<file path="config.mk">
export PLATFORM = sky130hd
export DESIGN_NAME = rd_tag_fifo
export DESIGN_NICKNAME = d
export VERILOG_FILES = /design/src/rtl/rd_tag_fifo.sv
export SDC_FILE = /design/constraint.sdc
export NUM_CORES = 1
export LEC_CHECK = 0
export ABC_AREA = 1
export CAP_MARGIN = 20
export CORE_UTILIZATION = 55
export CTS_CLUSTER_SIZE = 12
export DETAILED_ROUTE_END_ITERATION = 12
export PLACE_DENSITY = 0.7
export SYNTH_ARGS = -nofsm -noshare
export SYNTH_HDL_FRONTEND = slang
export SYNTH_SLANG_ARGS = --single-unit
</file>
<file path="constraint.sdc">
create_clock -name clk_i -period 7.3 [get_ports clk_i]
set_clock_uncertainty 0.15 [all_clocks]
set_input_delay 1.095 -clock clk_i [delete_from_list [all_inputs] [get_ports clk_i]]
set_output_delay 1.095 -clock clk_i [all_outputs]
set_load 0.02 [all_outputs]
</file>
<file path="src/rtl/rd_tag_fifo.sv">
// Address tag FIFO: holds issuing addresses of outstanding read requests in order.
module rd_tag_fifo #(
    parameter int WIDTH = 24,
    parameter int DEPTH = 16
) (
    input  logic             clk_i,
    input  logic             rst_i,
    input  logic             clear_i,
    input  logic             push_i,
    input  logic             pop_i,
    input  logic [WIDTH-1:0] din_i,
    output logic [WIDTH-1:0] dout_o,
    output logic             full_o,
    output logic             empty_o
);

    localparam int             PTR_W    = $clog2(DEPTH);
    localparam logic [PTR_W:0] FULL_CNT = (PTR_W+1)'(DEPTH);

    logic [WIDTH-1:0] mem_q [DEPTH];
    logic [PTR_W-1:0] wr_ptr_q;
    logic [PTR_W-1:0] rd_ptr_q;
    logic [PTR_W:0]   cnt_q;
    logic             do_push;
    logic             do_pop;

    assign empty_o = (cnt_q == '0);
    assign full_o  = (cnt_q == FULL_CNT);
    assign dout_o  = mem_q[rd_ptr_q];

    // A push into a full FIFO is only taken when a pop frees a slot the same cycle.
    assign do_pop  = pop_i && !empty_o;
    assign do_push = push_i && (!full_o || do_pop);

    always_ff @(posedge clk_i or posedge rst_i) begin
        if (rst_i) begin
            wr_ptr_q <= '0;
            rd_ptr_q <= '0;
            cnt_q    <= '0;
        end else if (clear_i) begin
            wr_ptr_q <= '0;
            rd_ptr_q <= '0;
            cnt_q    <= '0;
        end else begin
            if (do_push) begin
                wr_ptr_q <= wr_ptr_q + 1'b1;
            end
            if (do_pop) begin
                rd_ptr_q <= rd_ptr_q + 1'b1;
            end
            case ({do_push, do_pop})
                2'b10:   cnt_q <= cnt_q + 1'b1;
                2'b01:   cnt_q <= cnt_q - 1'b1;
                default: cnt_q <= cnt_q;
            endcase
        end
    end

    always_ff @(posedge clk_i) begin
        if (do_push && !clear_i) begin
            mem_q[wr_ptr_q] <= din_i;
        end
    end

endmodule

</file>
### Word-level counts from Yosys, hierarchy flattened

Memory sizes are Yosys's and may differ from the RTL's.
Index checks and enable logic that the tools add are counted.

| operators by class | value |
|---|---|
| muxes and demuxes | 8 |
| eq/ne operators | 3 |
| reduce and logical (&&, ||, !) cells | 11 |
| $add $sub $neg | 4 |

Operator list:

| operator | count |
|---|---|
| $mux W4 | 4 |
| $pmux W5 S2 | 1 |
| $add A4 B1 Y4 const B | 2 |
| $add A5 B1 Y5 const B | 1 |
| $eq A5 B5 Y1 const B | 1 |
| $logic_not A5 Y1 | 1 |
| $mux W5 | 1 |
| $sub A5 B1 Y5 const B | 1 |
| $reduce_bool A2 Y1 | 2 |
| $logic_and A1 B1 Y1 | 3 |
| $logic_not A1 Y1 | 3 |
| $reduce_bool A3 Y1 | 1 |
| $eq A2 B1 Y1 const B | 1 |
| $eq A2 B2 Y1 const B | 1 |
| $mux W1 | 2 |
| $logic_or A1 B1 Y1 | 1 |

| word-level totals | value |
|---|---|
| output and inout bits | 26 |
| register bits | 13 |
| memories kept | 1 |
| input bits | 29 |
| memory bits (writable) | 384 |
| word-level logic and storage cells | 30 |

Memory list:

| name | words | width | read ports | clocked after Yosys merged registers in | wr ports | line | source |
|---|---|---|---|---|---|---|---|
| mem_q | 16 | 24 | 1 | 0 | 1 | 20 | `logic [WIDTH-1:0] mem_q [DEPTH];` |

### Longest topological paths before layout

Gate-level depths: netlist (run 1).

| depth | value |
|---|---|
| depth in word-level cells | 8 |
| gate-level depth with buffers | 13 |
| gate-level depth less buffers | 13 |

### Least setup slack after synthesis (run 1)

No wires, ideal clock.

| path | value |
|---|---|
| path type | input to register |
| start | in clear_i |
| end | mem mem_q[12][0] (enable) |
| stages | 4 |
| slack | 4087 ps |
| data arrival time | 2659 ps |
| path buffers | 1 |
| cell sequence | inv_1 > clkbuf_1 > nand3_1 > nor2_1 |

| on the way | value |
|---|---|
| word-level cells in the longest chain between the ends | 4 |

RTL lines:

| item | line | source |
|---|---|---|
| start: declaration | 8 | `input logic clear_i,` |
| $logic_not A1 Y1 | 60 | `if (do_push && !clear_i) begin` |
| $logic_and A1 B1 Y1 | 60 |  |
| $mux W1 | 60 |  |
| $mux W1 (not written as such) | 61 | `mem_q[wr_ptr_q] <= din_i;` |
| end: declaration | 20 |  |

No other way between the ends.

### Worst setup path in the final report (run 1)

| path | value |
|---|---|
| start | reg rd_ptr_q[0] |
| end | out dout_o[14] |

| on the way | value |
|---|---|
| word-level cells in the longest chain between the ends | 1 |

RTL lines:

| item | line | source |
|---|---|---|
| start: declaration | 22 | `logic [PTR_W-1:0] rd_ptr_q;` |
| start signal: assignment | 49 | `rd_ptr_q <= rd_ptr_q + 1'b1;` |
| $mem_v2 Z16 W24 | n/a |  |
| end: declaration | 12 | `output logic [WIDTH-1:0] dout_o,` |

No other way between the ends.

==> flow_metrics.tcl, run 1 <==
set metrics [dict create \
    maxSlewHeadroom 0.262 \
    leakagePower_nw 5.81 \
    max_stage_delay_ns 0.77 \
    drc 0 \
    synth.yosys.seq_area_share 0.741 \
    worstPathCellList "buf_4 > buf_4 > o21ai_0 > o211ai_1 > nand3_1 > nand2_1 > clkdlybuf4s50_1" \
    post-dp-hpwl_mm 18.2 \
    status "complete, no violations" \
    path_clk_slew_ns 0.06 \
    yosysWarningCount 0 \
    worst_pin_slew_ns 1.10 \
    dieWidth_um 173 \
    final_util 0.633 \
    fp.dieH_um 173 \
    worstReg2RegStart "cnt_q[1]" \
    ir_drop_mv 0.213 \
    finalCritPeriodShare 0.732 \
    power_frac_seq 0.443 \
    crit_family "buffers and inverters" \
    r2r_end "mem_q[7][2]" \
    root_buffer "clkbuf_16" \
    crit_type "reg -> out" \
    antenna_found_initial 4 \
    via_per_inst 5.95 \
    cts_max_path_buffers 3 \
    stdcell_count 1687 \
    endpoint_kind "output port" \
    postRouteAntennaNets 0 \
    p_per_area_mw_per_mm2 327 \
    wirelength_mm 36.6 \
    layout-drive-gt1-share 0.0684 \
    setup_tns_ns 0 \
    cts_made_buffers 41 \
    crit_required_ns 6.05 \
    netlist.area_leader.share 0.721 \
    drtPass1Iterations 7 \
    slew_violations 0 \
    crit_buf_inv 3 \
    pwr-share-clk 0.316 \
    syn2layout_area_growth_pct 13.3 \
    rows 62 \
    wl_per_cell_um 21.7 \
    hold_path_class "reg -> reg" \
    postCtsResizedCells 0 \
    first_global_vias 9576 \
    dp_cells 1616 \
    crit_arrival_ns 4.10 \
    netSwitchingFraction 0.307 \
    layout_commonest_cell "edfxtp_1" \
    hold_ws_ns 0.405 \
    rsz0062_at_grt "false" \
    p_int_mw 4.11 \
    cts_sinks 397 \
    cap_violations 0 \
    mostFrequentLayoutCells "edfxtp_1, nor2_1, o21ai_0" \
    yosys-top-cells-area "edfxtp_1, nor2_1, o211ai_1" \
    syn_nets 1286 \
    postCtsHoldBufs 0 \
    cts_setup_buffers 0 \
    cts-htree-levels 2 \
    combPwrFrac 0.241 \
    p_switching_mw 1.82 \
    endpoint "dout_o[14]" \
    synthCells 1248 \
    grt_pass1_wl_mm 55.5 \
    fin_crit_ns 5.35 \
    routabilityCongestion 0.750 \
    core_area_mm2 0.0286 \
    startpoint "rd_ptr_q[0]" \
    initial_utilization 0.559 \
    synth-seq-cells 397 \
    avgSynthCellArea_um2 12.8 \
    ios 55 \
    fp.dieArea_mm2 0.0298 \
    power_mw 5.93 \
    crit_slowest_cell "buf_4" \
    crit_top_cell "buf_4" \
    grt_overflow 0 \
    syn_area_mm2 0.0160 \
    cts_tree "built" \
    grt_max_degree 102 \
    grt_usage 0.246 \
    layout.nets 1317 \
    io_buffers 54 \
    hold_violations 0 \
    finalSetupViolCount 0 \
    vias 10000 \
    crit_fanout 88 \
    worst_skew_pair.late_latency_ns 0.52 \
    yosys.area.top_type "edfxtp_1" \
    reg2reg_depth 6 \
    drt_iter0_drc 1120 \
    crit_cells 7 \
    reg2reg_slack_ns 4.54 \
    timing.fmax_ghz 0.187 \
    worst_setup_path_start_kind "flop" \
    ys_types 28 \
]
[cells by family (layout without fill, tap and decap cells)]
kind of cell	count (synthesis)	after routing	share of synthesized area
simple gates	441	441	0.111
flops	397	397	0.741
compound gates	297	297	0.108
buf+inv	100	154	0.0300
fa+ha+maj	9	9	0.00751
xor+xnor	4	4	0.00219
other cells	0	1	0
[state kept, by name, indices dropped and copies added, names as in the netlist]
name,count
mem_q,384
cnt_q,5
rd_ptr_q,4
wr_ptr_q,4
[metrics by stage]
step / instance area, µm² / setup WS, ns
finish: 18100 / 1.95
global route: 18100 / 1.72
CTS: 18000 / 1.98
detailed placement: 16900 / 2.52
global placement: 16800 / 2.54
floorplan: 16000 / 4.09
[worst min-delay path by stage]
stage                     startpoint  slack, ns  cells after the start       end
after detailed placement    cnt_q[3]       0.38                      2  cnt_q[3]
after floorplan             cnt_q[3]       0.35                      2  cnt_q[3]
after CTS                   cnt_q[3]       0.40                      2  cnt_q[3]
final                       cnt_q[3]       0.40                      2  cnt_q[3]
after global placement      cnt_q[3]       0.38                      2  cnt_q[3]
after global routing        cnt_q[3]       0.43                      2  cnt_q[3]
[synth_stat cells (all sizes together)]
master,instances
dfrtp,13
edfxtp,384
o211ai,96
ha,8
inv,20
nand4,1
o21ai,194
fa,1
a21oi,5
nand3,68
buf,40
xor2,1
xnor2,3
nor3,2
clkbuf,40
nand3b,2
nand2,56
nor2,312
o31ai,2
[layout make-up]
cell class	count	area, µm²
well taps	384	480
fillers	2081	10500
repair buffers	68	751
diodes	1	2.50
multi-input cells	751	3780
clock inverters	11	50.0
flip-flops and latches	397	11900
clock buffers	55	1120
inverters	20	80.1
[power by group through the flow]
stage	clock network, mW	registers (mW)	logic [mW]
final	1.87	2.62	1.43
after global routing	1.96	2.63	1.59
after CTS	1.88	2.62	1.43
after detailed placement	0	2.67	1.43
after global placement	0	2.67	1.39
after floorplan	0	2.60	1.07
[tightest hold or removal path: cells and delay by family, from the launching register on]
kind             cells  cell delay (ns)
and+or+nand+nor      2             0.15
DFF                  1             0.37
[routing by layer]
metal  vias up  GRT usage  routed length (µm)
li1       4607          -                   -
met1      5003      0.359               16100
met2       358      0.381               17300
met3        64     0.0471                2700
met4         6     0.0718                 594
met5         -          0                  27
No activity file was read; power rests on OpenSTA's default activity.
==> inputs of run 2 (changes only) <==
==> constraint.sdc (replaced) <==
create_clock -name clk_i -period 5.29 [get_ports clk_i]
set_clock_uncertainty 0.15 [all_clocks]
set_input_delay 0.7935 -clock clk_i [delete_from_list [all_inputs] [get_ports clk_i]]
set_output_delay 0.7935 -clock clk_i [all_outputs]
set_load 0.02 [all_outputs]
==> run 2 against run 1 <==
Against the previous run: via count shrank 0.19%; sequential power grew 37%; cell count shrank 0.41%; combinational power grew 43%; count of clock-buffer cells in the layout is the same; first-iteration DRC count grew 8.8%; critical path depth grew 2; setup slack lost 1.0 ns; flip-flop and latch count is the same; sequential share of layout area grew 0.23 points; critical endpoint is now dout_o[18]; largest cell class unchanged.
==> flow_metrics.tcl, run 2 (synthesis results as in run 1) <==
set metrics [dict create \
    leakagePower_nw 5.77 \
    grt_pass1_wl_mm 55.4 \
    fp.dieArea_mm2 0.0298 \
    cts_sinks 397 \
    io_buffers 54 \
    worst_slack_ns 0.935 \
    crit_buf_inv 3 \
    postCtsResizedCells 0 \
    routabilityCongestion 0.737 \
    worst_pin_slew_ns 1.15 \
    largest_registers "mem_q (384), cnt_q (5)" \
    first_global_vias 9516 \
    crit_family "buffers and inverters" \
    antenna_found_initial 4 \
    dp_cells 1617 \
    postCtsHoldBufs 0 \
    layout-drive-gt1-share 0.0664 \
    drtPass1Iterations 5 \
    fp.dieH_um 173 \
    cts_max_path_buffers 3 \
    max_stage_delay_ns 0.64 \
    worstPathCellList "inv_6 > buf_4 > nor2_1 > nor2_1 > o21ai_0 > o211ai_1 > nand3_1 > nand2_1 > clkdlybuf4s50_1" \
    top_register "mem_q" \
    final-seq-area_mm2 0.0119 \
    finalSetupViolCount 0 \
    multi_input_area_mm2 0.00378 \
    cts_setup_buffers 0 \
    cap_violations 0 \
    rsz0062_at_grt "false" \
    worstReg2RegStart "cnt_q[1]" \
    hold_violations 0 \
    power_mw 8.18 \
    grt_max_degree 97 \
    stdcell_count 1680 \
    startpoint "rd_ptr_q[0]" \
    worst_skew_pair.late_latency_ns 0.52 \
    core_area_mm2 0.0286 \
    fin_crit_ns 4.35 \
    hold_path_class "reg -> reg" \
    largest_register_ffs 384 \
    cts_tree "built" \
    post-dp-hpwl_mm 18.1 \
    path_clk_slew_ns 0.06 \
    layout.nets 1315 \
    maxSlewHeadroom 0.230 \
    postRouteAntennaNets 0 \
    ios 55 \
    hold_ws_ns 0.408 \
    rows 62 \
    drt_iter0_drc 1218 \
    cts-htree-levels 2 \
    endpoint_kind "output port" \
    dp_slack_ns 1.50 \
    layout_commonest_cell "edfxtp_1" \
    dieWidth_um 173 \
    p_per_area_mw_per_mm2 453 \
    syn2layout_area_growth_pct 12.9 \
    crit_type "reg -> out" \
    crit_required_ns 4.35 \
    setup_tns_ns 0 \
    cts_made_buffers 40 \
    wirelength_mm 36.8 \
    worst_setup_path_start_kind "flop" \
    slew_violations 0 \
    crit_top_cell "nor2_1" \
    status "complete, no violations" \
    via_per_inst 5.96 \
    wl_per_cell_um 21.9 \
    vias 10000 \
    drc 0 \
    worstHoldStart "cnt_q[4]" \
    timing.fmax_ghz 0.230 \
    grt_overflow 0 \
    finalCritPeriodShare 0.823 \
    grt_usage 0.248 \
    crit_slowest_cell "dfrtp_4" \
    mostFrequentLayoutCells "edfxtp_1, nor2_1, o21ai_0" \
    initial_utilization 0.559 \
    fillCellCount 2082 \
    ir_drop_mv 0.291 \
    root_buffer "clkbuf_16" \
    crit_arrival_ns 3.41 \
    crit_fanout 96 \
]
run 2: worst register-to-register path, stage by stage, from the launching register on:
cell	delay (ns)
dfrtp_1	0.40
nor2_1	0.08
nand3_1	0.13
o21ai_1	0.21
inv_1	0.18
nand2_1	0.27
nor2_4	0.94
run 2: cell type report:
type / count / area share
diodes: 1 / 0.000139
clock buffers: 55 / 0.0597
clock inverters: 5 / 0.00326
inverters: 20 / 0.00443
multi-input cells: 751 / 0.209
flip-flops and latches: 397 / 0.657
well taps: 384 / 0.0266
repair buffers: 67 / 0.0399
run 2: per-stage QoR:
stage               utilization  area, µm²
floorplan                     -      16000
global placement          0.590      16900
detailed placement        0.590      16900
CTS                       0.629      18000
global route              0.631      18100
finish                    0.631      18100
run 2: power by group:
group          internal [mW]  total [mW]  leakage [nW]  switching (mW)
Clock                   1.46        2.54         0.547            1.08
Combinational          0.715        2.04          1.59            1.33
Sequential              3.50        3.59          3.63          0.0931
Total                   5.67        8.18          5.77            2.50
run 2: routing by layer:
metal / vias to the layer above / routed length [µm] / global-route usage
met3: 91 / 2830 / 0.0464
met4: 6 / 1040 / 0.0893
met2: 406 / 17300 / 0.392
li1: 4608 / - / -
met1: 4908 / 15600 / 0.345
met5: - / 39 / 0
run 2: worst paths after layout:
kind                       slack (ns)     endpoint  cells after the start
setup / recovery                 0.94   dout_o[18]                      9
hold / removal                   0.41     cnt_q[4]                      2
setup reg to reg                 2.54  mem_q[6][1]                      6
hold reg to reg                  0.41     cnt_q[4]                      2
max in group asynchronous        4.13  rd_ptr_q[0]                      2
min in group asynchronous        0.48  rd_ptr_q[1]                      2
==> inputs of run 3 (changes only) <==
==> constraint.sdc (replaced) <==
create_clock -name clk_i -period 4.1 [get_ports clk_i]
set_clock_uncertainty 0.15 [all_clocks]
set_input_delay 0.615 -clock clk_i [delete_from_list [all_inputs] [get_ports clk_i]]
set_output_delay 0.615 -clock clk_i [all_outputs]
set_load 0.02 [all_outputs]
==> run 3 against run 2 <==
Against the previous run: sequential share of layout area decreased by 0.68 points; critical path depth decreased by 3; critical path type unchanged; sequential power increased by 28%; setup slack got worse by 0.70 ns; combinational power increased by 34%; hold slack got worse by 0.13 ns; non-clock buffer count increased by 24; clock power increased by 28%; design area increased by 1.0%; global-route usage increased by 0.64 points; register-to-register slack got worse by 1.0 ns.
==> flow_metrics.tcl, run 3 (synthesis results as in run 1) <==
set metrics [dict create \
    drc 0 \
    startpoint "rd_ptr_q[0]" \
    layout_commonest_cell "edfxtp_1" \
    layout-drive-gt1-share 0.0819 \
    fp.dieArea_mm2 0.0298 \
    hold_path_class "in -> async" \
    path_clk_slew_ns 0.06 \
    postCtsResizedCells 0 \
    drt_iter0_drc 1083 \
    cts_max_path_buffers 3 \
    routabilityCongestion 0.759 \
    place_area_mm2 0.0171 \
    reg2reg_depth 7 \
    design_area_mm2 0.0183 \
    postRouteAntennaNets 0 \
    crit_type "reg -> out" \
    grt.met3_usage 0.0394 \
    maxSlewHeadroom 0.381 \
    grt_max_degree 195 \
    gr-usage-met1 0.361 \
    postCtsHoldBufs 0 \
    io_buffers 54 \
    status "complete, no violations" \
    post-dp-hpwl_mm 20.3 \
    leakagePower_nw 5.90 \
    power_mw 10.6 \
    cts-htree-levels 2 \
    fin_crit_ns 3.87 \
    finalSetupViolCount 0 \
    setup_tns_ns 0 \
    fp.dieH_um 173 \
    worst_skew_pair.late_latency_ns 0.51 \
    cts_tree "built" \
    dp_cells 1643 \
    cts_sinks 397 \
    cts_setup_buffers 0 \
    grt_pass1_wl_mm 57.8 \
    crit_fanout 194 \
    ir_drop_mv 0.328 \
    finalCritPeriodShare 0.943 \
    grt-busiest-layer "met2" \
    vias 10100 \
    rows 62 \
    slew_violations 0 \
    drtPass1Iterations 6 \
    hold_violations 0 \
    stdcell_count 1703 \
    worst_setup_path_start_kind "flop" \
    grt_use_met2 0.408 \
    mostFrequentLayoutCells "edfxtp_1, nor2_1, o21ai_0" \
    wirelength_mm 37.2 \
    core_area_mm2 0.0286 \
    wl_per_cell_um 21.9 \
    initial_utilization 0.559 \
    cap_violations 0 \
    cts_made_buffers 40 \
    via_per_inst 5.96 \
    crit_required_ns 3.34 \
    worst_pin_slew_ns 0.929 \
    largest_registers "mem_q (384), cnt_q (5)" \
    root_buffer "clkbuf_16" \
    largest_register_ffs 384 \
    timing.fmax_ghz 0.259 \
    worstReg2RegStart "cnt_q[1]" \
    rsz0062_at_grt "false" \
    syn2layout_area_growth_pct 14.1 \
    layout.nets 1339 \
    grt_overflow 0 \
    ios 55 \
    crit_arrival_ns 3.10 \
    top_register "mem_q" \
    endpoint_kind "output port" \
    grt_usage 0.254 \
    dieWidth_um 173 \
    p_per_area_mw_per_mm2 579 \
    antenna_found_initial 3 \
    first_global_vias 9907 \
]
[run 3: changes by cell type in the layout (fill, tap and decap cells not counted), sizes merged]
cell      previous run  this run
buf                 13        37
clkinv               1         4
clkbuf              55        53
clkinvlp             1         0
inv                 22        21
[run 3: worst paths after layout]
path                                 to  slack (ns)
min in group clk_i             cnt_q[3]        0.40
min reg2reg                    cnt_q[3]        0.40
max in group asynchronous   rd_ptr_q[1]        3.13
max reg2reg                mem_q[7][23]        1.53
min                         rd_ptr_q[0]        0.28
max                           dout_o[4]        0.23
[run 3: area by class of cell]
cell class / instances / area [µm²]
Multi-Input combinational cell: 751 / 3780
Fill cell: 2077 / 10400
Antenna cell: 1 / 2.50
Sequential cell: 397 / 11900
Clock buffer: 53 / 1050
Timing Repair Buffer: 91 / 931
Tap cell: 384 / 480
Inverter: 20 / 80.1
Clock inverter: 6 / 66.3
[run 3: per-stage QoR]
step	hold slack, ns	worst slack (ns)	util
6_report	0.280	0.235	0.638
5_1_grt	0.341	0.104	0.638
4_1_cts	0.296	0.320	0.638
3_5_place_dp	0.396	0.866	0.599
3_3_place_gp	0.388	0.884	0.599
2_1_floorplan	0.342	1.37	-
[run 3: critical path, stage by stage (launching register included)]
cell,delay (ns)
dfrtp_4,0.45
buf_12,0.46
o21ai_0,0.31
o211ai_1,0.28
nand3_1,0.12
nand2_1,0.12
clkdlybuf4s50_1,0.61
[run 3: per-layer routing]
layer  part of all wire  wire length (µm)
met4              0.026               985
met1               0.43             16100
met5            0.00062                23
met3              0.064              2370
met2               0.48             17800
[run 3: power breakdown]
group / total, mW / internal, mW / switching, mW
logic: 2.74 / 0.937 / 1.80
registers: 4.58 / 4.52 / 0.0655
clock network: 3.25 / 1.84 / 1.41
